File: src/rtl/tilemap_arbiter.sv
// Shares one synchronous-read tile RAM between the VGA fetch path (priority) and game logic.
// Optional range checking with game_err output is enabled by defining TILEMAP_BOUNDS_EN.
module tilemap_arbiter #(
    parameter int ROWS       = 12,
    parameter int COLS       = 17,
    parameter int TW         = 8,
    parameter int STARVE_MAX = 64,
    parameter int AW         = 8
) (
    input  logic          clk,
    input  logic          reset,
    input  logic          vid_req,
    input  logic [3:0]    vid_row,
    input  logic [4:0]    vid_col,
    output logic          vid_valid,
    output logic [TW-1:0] vid_tile,
    output logic          vid_miss,
    input  logic          game_req,
    input  logic          game_we,
    input  logic [3:0]    game_row,
    input  logic [4:0]    game_col,
    input  logic [TW-1:0] game_wdata,
    output logic          game_ack,
    output logic [TW-1:0] game_rdata,
    output logic [AW-1:0] ram_addr,
    output logic          ram_we,
    output logic [TW-1:0] ram_wdata,
`ifdef TILEMAP_BOUNDS_EN
    output logic          game_err,
`endif
    input  logic [TW-1:0] ram_rdata
);

    localparam int SW = $clog2(STARVE_MAX + 1);

    typedef enum logic [1:0] {OWN_NONE, OWN_VID, OWN_GAME} owner_t;
    typedef enum logic [1:0] {G_IDLE, G_ISSUED, G_DONE} gstate_t;

    generate
        if ((2 ** AW) < (ROWS * COLS)) begin : g_aw_check
            $error("tilemap_arbiter: AW too small for ROWS*COLS");
        end
    endgenerate

    gstate_t       gstate, gstate_nx;
    logic [SW-1:0] starve_cnt, starve_nx;
    logic          vid_win, game_win, vid_drop;
    logic          vid_oob, game_oob;
    logic [AW-1:0] vid_addr, game_addr;

    owner_t s1_owner, s2_owner;
    logic   s1_miss, s2_miss;
    logic   s1_we, s2_we;
    logic   s1_oob, s2_oob;

    function automatic logic [AW-1:0] tile_addr(input logic [3:0] row, input logic [4:0] col);
        logic [AW-1:0] r, c;
        r = AW'(row);
        c = AW'(col);
        return r * AW'(COLS) + c;
    endfunction

    assign vid_addr  = tile_addr(vid_row, vid_col);
    assign game_addr = tile_addr(game_row, game_col);

`ifdef TILEMAP_BOUNDS_EN
    assign vid_oob  = (32'(vid_row) >= ROWS) || (32'(vid_col) >= COLS);
    assign game_oob = (32'(game_row) >= ROWS) || (32'(game_col) >= COLS);
`else
    assign vid_oob  = 1'b0;
    assign game_oob = 1'b0;
`endif

    always_ff @(posedge clk) begin
        if (reset) begin
            gstate     <= G_IDLE;
            starve_cnt <= '0;
        end else begin
            gstate     <= gstate_nx;
            starve_cnt <= starve_nx;
        end
    end

    // A saturated starvation counter lets a pending game op steal the slot from video.
    always_comb begin
        vid_win   = 1'b0;
        game_win  = 1'b0;
        vid_drop  = 1'b0;
        starve_nx = starve_cnt;
        gstate_nx = gstate;

        if (starve_cnt == SW'(STARVE_MAX) && gstate == G_IDLE && game_req) begin
            game_win = 1'b1;
            vid_drop = vid_req;
        end else if (vid_req) begin
            vid_win = 1'b1;
        end else if (game_req && gstate == G_IDLE) begin
            game_win = 1'b1;
        end

        if (!game_req || game_win) begin
            starve_nx = '0;
        end else if (gstate == G_IDLE && starve_cnt != SW'(STARVE_MAX)) begin
            starve_nx = starve_cnt + SW'(1);
        end

        case (gstate)
            G_IDLE:   if (game_win) gstate_nx = G_ISSUED;
            G_ISSUED: if (s2_owner == OWN_GAME) gstate_nx = G_DONE;
            G_DONE:   gstate_nx = G_IDLE;
            default:  gstate_nx = G_IDLE;
        endcase
    end

    // Issue stage: idle and out-of-range slots leave ram_addr untouched.
    always_ff @(posedge clk) begin
        if (reset) begin
            ram_addr  <= '0;
            ram_we    <= 1'b0;
            ram_wdata <= '0;
            s1_owner  <= OWN_NONE;
            s1_miss   <= 1'b0;
            s1_we     <= 1'b0;
            s1_oob    <= 1'b0;
        end else begin
            ram_we   <= 1'b0;
            s1_owner <= OWN_NONE;
            s1_miss  <= vid_drop;
            s1_we    <= 1'b0;
            s1_oob   <= 1'b0;
            if (vid_win) begin
                s1_owner <= OWN_VID;
                s1_oob   <= vid_oob;
                if (!vid_oob) ram_addr <= vid_addr;
            end else if (game_win) begin
                s1_owner <= OWN_GAME;
                s1_we    <= game_we;
                s1_oob   <= game_oob;
                if (!game_oob) begin
                    ram_addr <= game_addr;
                    ram_we   <= game_we;
                    if (game_we) ram_wdata <= game_wdata;
                end
            end
        end
    end

    always_ff @(posedge clk) begin
        if (reset) begin
            s2_owner <= OWN_NONE;
            s2_miss  <= 1'b0;
            s2_we    <= 1'b0;
            s2_oob   <= 1'b0;
        end else begin
            s2_owner <= s1_owner;
            s2_miss  <= s1_miss;
            s2_we    <= s1_we;
            s2_oob   <= s1_oob;
        end
    end

    // ram_rdata belongs to the S2 slot; capture it for whichever owner the tag names.
    always_ff @(posedge clk) begin
        if (reset) begin
            vid_valid  <= 1'b0;
            vid_miss   <= 1'b0;
            vid_tile   <= '0;
            game_ack   <= 1'b0;
            game_rdata <= '0;
`ifdef TILEMAP_BOUNDS_EN
            game_err   <= 1'b0;
`endif
        end else begin
            vid_valid <= (s2_owner == OWN_VID);
            vid_miss  <= s2_miss;
            game_ack  <= (s2_owner == OWN_GAME);
`ifdef TILEMAP_BOUNDS_EN
            game_err  <= (s2_owner == OWN_GAME) && s2_oob;
`endif
            if (s2_owner == OWN_VID) vid_tile <= s2_oob ? '0 : ram_rdata;
            if (s2_owner == OWN_GAME) game_rdata <= (s2_we || s2_oob) ? '0 : ram_rdata;
        end
    end

endmodule

File: config.mk
export PLATFORM = sky130hd
export DESIGN_NAME = tilemap_arbiter
export DESIGN_NICKNAME = d
export VERILOG_FILES = /design/src/rtl/tilemap_arbiter.sv
export SDC_FILE = /design/constraint.sdc
export NUM_CORES = 1
export LEC_CHECK = 0
export CAP_MARGIN = 10
export CORE_MARGIN = 1.5
export CORE_UTILIZATION = 42
export DETAILED_ROUTE_END_ITERATION = 16
export PLACE_DENSITY = 0.76
export SYNTH_ARGS = -nofsm -noshare
export SYNTH_HDL_FRONTEND = slang
export SYNTH_SLANG_ARGS = --single-unit
export TNS_END_PERCENT = 5
File: constraint.sdc
create_clock -name clk -period 1.8 [get_ports clk]
set_input_delay 0.18 -clock clk [delete_from_list [all_inputs] [get_ports clk]]
set_output_delay 0.18 -clock clk [all_outputs]
set_load 0.01 [all_outputs]
After elaboration in Yosys (flattened, before gate mapping)
Index checks and enable logic that the tools add are counted.
{ "op_classes": {"add_sub_neg": 3, "multipliers": 2, "div": 0, "order_cmp": 0, "eq_ne": 7, "n_shift": 0, "n_mux": 13, "bitwise_logic": 3, "n_reduce_logical": 14} }
{ "ops": {"columns": ["cell", "n"], "rows": [
  ["2-to-1 mux 8 bit", 3],
  ["adder 8 x 5 -> 8 bit", 2],
  ["multiplier 4 x 5 -> 8 bit (second input constant)", 2],
  ["adder 7 x 1 -> 7 bit (second input constant)", 1],
  ["equality test 7 bit (second input constant)", 1],
  ["inequality test 7 bit (second input constant)", 1],
  ["2-to-1 mux 1 bit", 6],
  ["2-to-1 mux 2 bit", 3],
  ["OR reduction 2 bit", 3],
  ["equality test 2 x 1 -> 1 bit (second input constant)", 2],
  ["logical AND 1 bit", 4],
  ["inequality test 2 bit (second input constant)", 2],
  ["case mux 2 bit (2 select lines)", 1],
  ["NOT 1 bit", 3],
  ["AND reduction 3 bit", 1],
  ["OR reduction 3 bit", 1],
  ["equality test 2 bit (second input constant)", 1],
  ["zero test 2 bit", 1],
  ["AND reduction 2 bit", 1],
  ["nonzero test 2 bit", 1],
  ["zero test 1 bit", 1],
  ["logical OR 1 bit", 1]
]} }
{ "totals": {"ff_bits": 52, "latch_bits": 0, "mem_bits_rw": 0, "mem_bits_ro": 0, "output_inout_bits": 36, "word_cells": 58, "mem_count": 0} }

Longest topological paths before layout
{ "depth": {"word_depth": 7, "depth_mapped": 8, "ltp_nobuf": 8} }

Least setup slack after synthesis
OpenSTA, ideal clock, no wires.
{ "synth_timing": {"path_kind": "input port to flip-flop", "from": "input vid_row[1]", "to": "register ram_addr[7]", "arrival_ns": 1.759, "required_ns": 1.714, "slack_ns": -0.045, "path_stages": 8, "path_buffers": 0, "path_cell_list": "ha_1 > ha_1 > fa_1 > a21oi_1 > o22ai_1 > xor2_1 > mux2i_1 > a211oi_1"} }
{ "synth_via": {"elab_chain_len": 3} }
{ "synth_rtl": {"columns": ["element", "line_no", "rtl"], "rows": [
  ["start, declared", "13", "input logic [3:0] vid_row,"],
  ["multiplier 4 x 5 -> 8 bit", "60", "return r * AW'(COLS) + c;"],
  ["adder 8 x 5 -> 8 bit", "60", null],
  ["2-to-1 mux 8 bit", "131", "if (vid_win) begin"],
  ["end signal, assigned", "134", "if (!vid_oob) ram_addr <= vid_addr;"],
  ["end signal, assigned", "140", "ram_addr <= game_addr;"],
  ["end, declared", "25", "output logic [AW-1:0] ram_addr,"]
]} }
Every way passes these cells.
A chain may end at the register's enable or synchronous reset.

Worst setup path after layout
{ "layout_timing": {"from": "input vid_col[1]", "to": "register ram_addr[5]"} }
{ "layout_via": {"elab_chain_len": 2} }
{ "layout_rtl": {"columns": ["element", "line_no", "rtl"], "rows": [
  ["start, declared", "14", "input logic [4:0] vid_col,"],
  ["adder 8 x 5 -> 8 bit", "60", null],
  ["2-to-1 mux 8 bit", "131", null]
]} }
Every way passes these cells.

==> reports/metrics.yaml <==
status: "finished, final reports clean"
grt_usage: 0.197
max_slew_margin: 0.557
num-nets-final: 440
row_count: 27
utilization: 0.700
hold_path_depth: 3
ant_nets: 0
clk_pin_slew_ns: 0.09
hold-path-endpoint: "vid_tile[4]"
r2r_start: "starve_cnt[1]"
syn_inst: 268
arrival_ns: 1.98
synth_seq_cells: 52
cts_root_buf: "clkbuf_8"
ctsHoldBuffers: 0
reg2reg_to: "ram_addr[6]"
grt_pass1_vias: 2177
core_area_sq_um: 5610
max_cap_violations: 0
portBuffers: 74
hold_viol_final: 0
cts_tree: "built"
pin_count: 75
ys.warnings.count: 0
place_inst: 438
rsz0062_at_grt: "true"
irDropWorstVdd_uv: 408
timing.fmax_ghz: 0.572
final_area_sq_um: 3930
post-route-min-period_ns: 1.75
syn_area_sq_um: 2490
htreeDepth: 2
yosysUniqueCellTypes: 40
hold_class: "input port to flip-flop"
antenna_found_initial: 0
critPathKind: "input port to flip-flop"
postSynthAreaPerCell_sq_um: 9.29
post_drt_via_cell_ratio: 5.04
vias: 2266
grt_pass1_wl_microns: 9740
placed_area_sq_um: 3560
synth_async_sr_flop_share: 0
worst_pin_slew_ns: 0.664
drt_iter0_markers: 68
gp_congestion: 0.868
fin_crit_sh: 0.971
synthFlopType: "dfxtp_1"
grt_overflow: 0
dp_hpwl_microns: 4460
fp.dieArea_sq_um: 6400
grt_max_degree: 46
critPathCaptureType: "flip-flop"
wl_microns: 6320
post_drt_wl_per_cell_microns: 14.1
synth_edf_count: 0
setup_viol: 0
cp.required_ns: 2.03
fillCellCount: 431
antenna_cells: 0
final_cells: 450
dr.pass1.iters: 4
fp.dieW_microns: 80.0
clock_path_buffers: 2
initial_core_util: 0.444
clock-sinks: 52
syn_to_final_growth_pct: 57.7
synthesis.nets: 331
yosysSeqAreaShare: 0.418
numCtsBuffers: 5
skew_ns: 0.00685
start_kind: "input port"
cellLeakagePower_nw: 1.60
worstSkewPairLatency_ns: 0.31
hp-start: "ram_rdata[4]"
path_max_fanout: 2
remaining_drc_errors: 0
rrSetupSlack_ns: 0.06
p_per_area_nw_per_um2: 671
die_h_microns: 80.0
slew_violations: 0
layout-drive-gt1-share: 0.241
worstRegToRegCells: 8
Yosys cell counts, drive strengths merged (3+ instances only):
| master | count | area share |
|---|---|---|
| xor2 | 7 | 0.025 |
| a21oi | 28 | 0.061 |
| nand2 | 21 | 0.032 |
| buf | 4 | 0.010 |
| nor3b | 8 | 0.024 |
| nor3 | 3 | 0.011 |
| nor2 | 38 | 0.058 |
| dfxtp | 52 | 0.42 |
| xnor2 | 8 | 0.028 |
| nand3 | 4 | 0.0080 |
| inv | 7 | 0.011 |
| a211oi | 7 | 0.021 |
| ha | 22 | 0.11 |
| o21ai | 4 | 0.0080 |
| nor2b | 7 | 0.018 |
| mux2i | 16 | 0.064 |
| clkbuf | 9 | 0.014 |
cells in the final DEF (no fill, tap or decap), types with 2 or more instances in the layout:
cell             Yosys  layout
a211oi_1             7       6
a21oi_1             27      23
a21oi_2              0       4
a21oi_4              1       2
and4_1               2       2
buf_12               0       2
buf_4                0      36
buf_6                1       2
clkbuf_2             1       5
clkbuf_8             0       6
clkdlybuf4s50_1      0      58
dfxtp_1             52      50
dfxtp_2              0       2
dlygate4sd2_1        0       9
dlymetal6s2s_1       0       2
fa_2                 0       2
ha_1                22       6
ha_2                 0       2
ha_4                 0      14
inv_1                7       5
inv_2                0       2
mux2i_1             16      15
nand2_1             21      21
nand2b_1             2       2
nand3_1              4       3
nand3b_1             2       2
nor2_1              37      37
nor2b_1              7       7
nor3_1               2       2
nor3b_1              8       8
o21ai_0              4       2
o21ai_1              0       2
o21bai_1             2       2
xnor2_1              8       7
xor2_1               7       7
layer usage:
| layer | GRT usage | routed length, microns | vias to the layer above |
|---|---|---|---|
| li1 | - | - | 1143 |
| met1 | 0.242 | 2910 | 1064 |
| met2 | 0.334 | 3070 | 52 |
| met3 | 0.0491 | 268 | 7 |
| met4 | 0.0690 | 76 | 0 |
| met5 | 0 | 0 | - |
power by group:
part	switching, mW	leakage, nW	internal, mW	total (mW)
clock	0.380	0.0516	0.315	0.694
combinational	0.309	1.12	0.401	0.710
sequential	0.0287	0.425	1.20	1.23
per-stage QoR:
stage	total power, mW	setup TNS (ns)	worst slack, ns	hold WS, ns
floorplan	1.54	-0.0312	-0.0257	0.316
global placement	1.85	-2.80	-0.589	0.419
detailed placement	1.87	-3.09	-0.651	0.425
CTS	2.60	0	0.00302	0.437
global route	2.78	-0.216	-0.0468	0.445
finish	2.63	0	0.0519	0.440
worst max-delay path by stage:
stage                            from     endpoint  cells past startpoint
final                      vid_col[1]  ram_addr[5]                      9
after global routing       vid_col[1]  ram_addr[5]                      9
after detailed placement  game_row[1]  ram_addr[7]                      9
after CTS                  vid_row[3]  ram_addr[6]                      7
after floorplan            vid_row[1]  ram_addr[7]                      8
after global placement    game_row[1]  ram_addr[7]                      9
cell families (layout without fill, tap and decap cells):
| family | after synthesis | count (layout) | share of synthesized area |
|---|---|---|---|
| adders and majority gates | 24 | 24 | 0.127 |
| xor gates and xnor gates | 15 | 15 | 0.0528 |
| muxes | 16 | 16 | 0.0643 |
| DFF | 52 | 52 | 0.418 |
| buffers and inverters | 20 | 129 | 0.0347 |
| and+or+nand+nor | 93 | 93 | 0.186 |
| AOI/OAI and AO/OA | 48 | 49 | 0.117 |
cell type report:
cell class | count | area (sq um) | area share
Sequential cell | 52 | 1040 | 0.266
Multi-Input combinational cell | 197 | 1630 | 0.415
Tap cell | 72 | 90.1 | 0.0229
Timing Repair Buffer | 114 | 1040 | 0.265
Inverter | 7 | 26.3 | 0.00669
Clock inverter | 2 | 13.8 | 0.00351
Clock buffer | 6 | 82.6 | 0.0210
state kept, by name, summed over array words and instances (netlist names):
register	count
game_rdata	8
ram_addr	8
ram_wdata	8
vid_tile	8
starve_cnt	7
gstate	2
s1_owner	2
s2_owner	2
game_ack	1
s1_miss	1
s1_we	1
s2_miss	1
s2_we	1
vid_miss	1
vid_valid	1
critical path: stages:
cell	delay (ns)
dlygate4sd2_1	0.27
ha_4	0.25
ha_4	0.16
fa_2	0.35
a21oi_2	0.17
o21bai_1	0.11
xor2_1	0.17
mux2i_1	0.09
a211oi_1	0.22
what timing repair did:
action,CTS,global route
setup endpoints to repair,6,16
pin swaps,22,18
setup buffers,0,3
resized for setup,37,29
hold endpoints to repair,0,0
gates cloned,0,2
No activity file was read; power rests on OpenSTA's default activity.
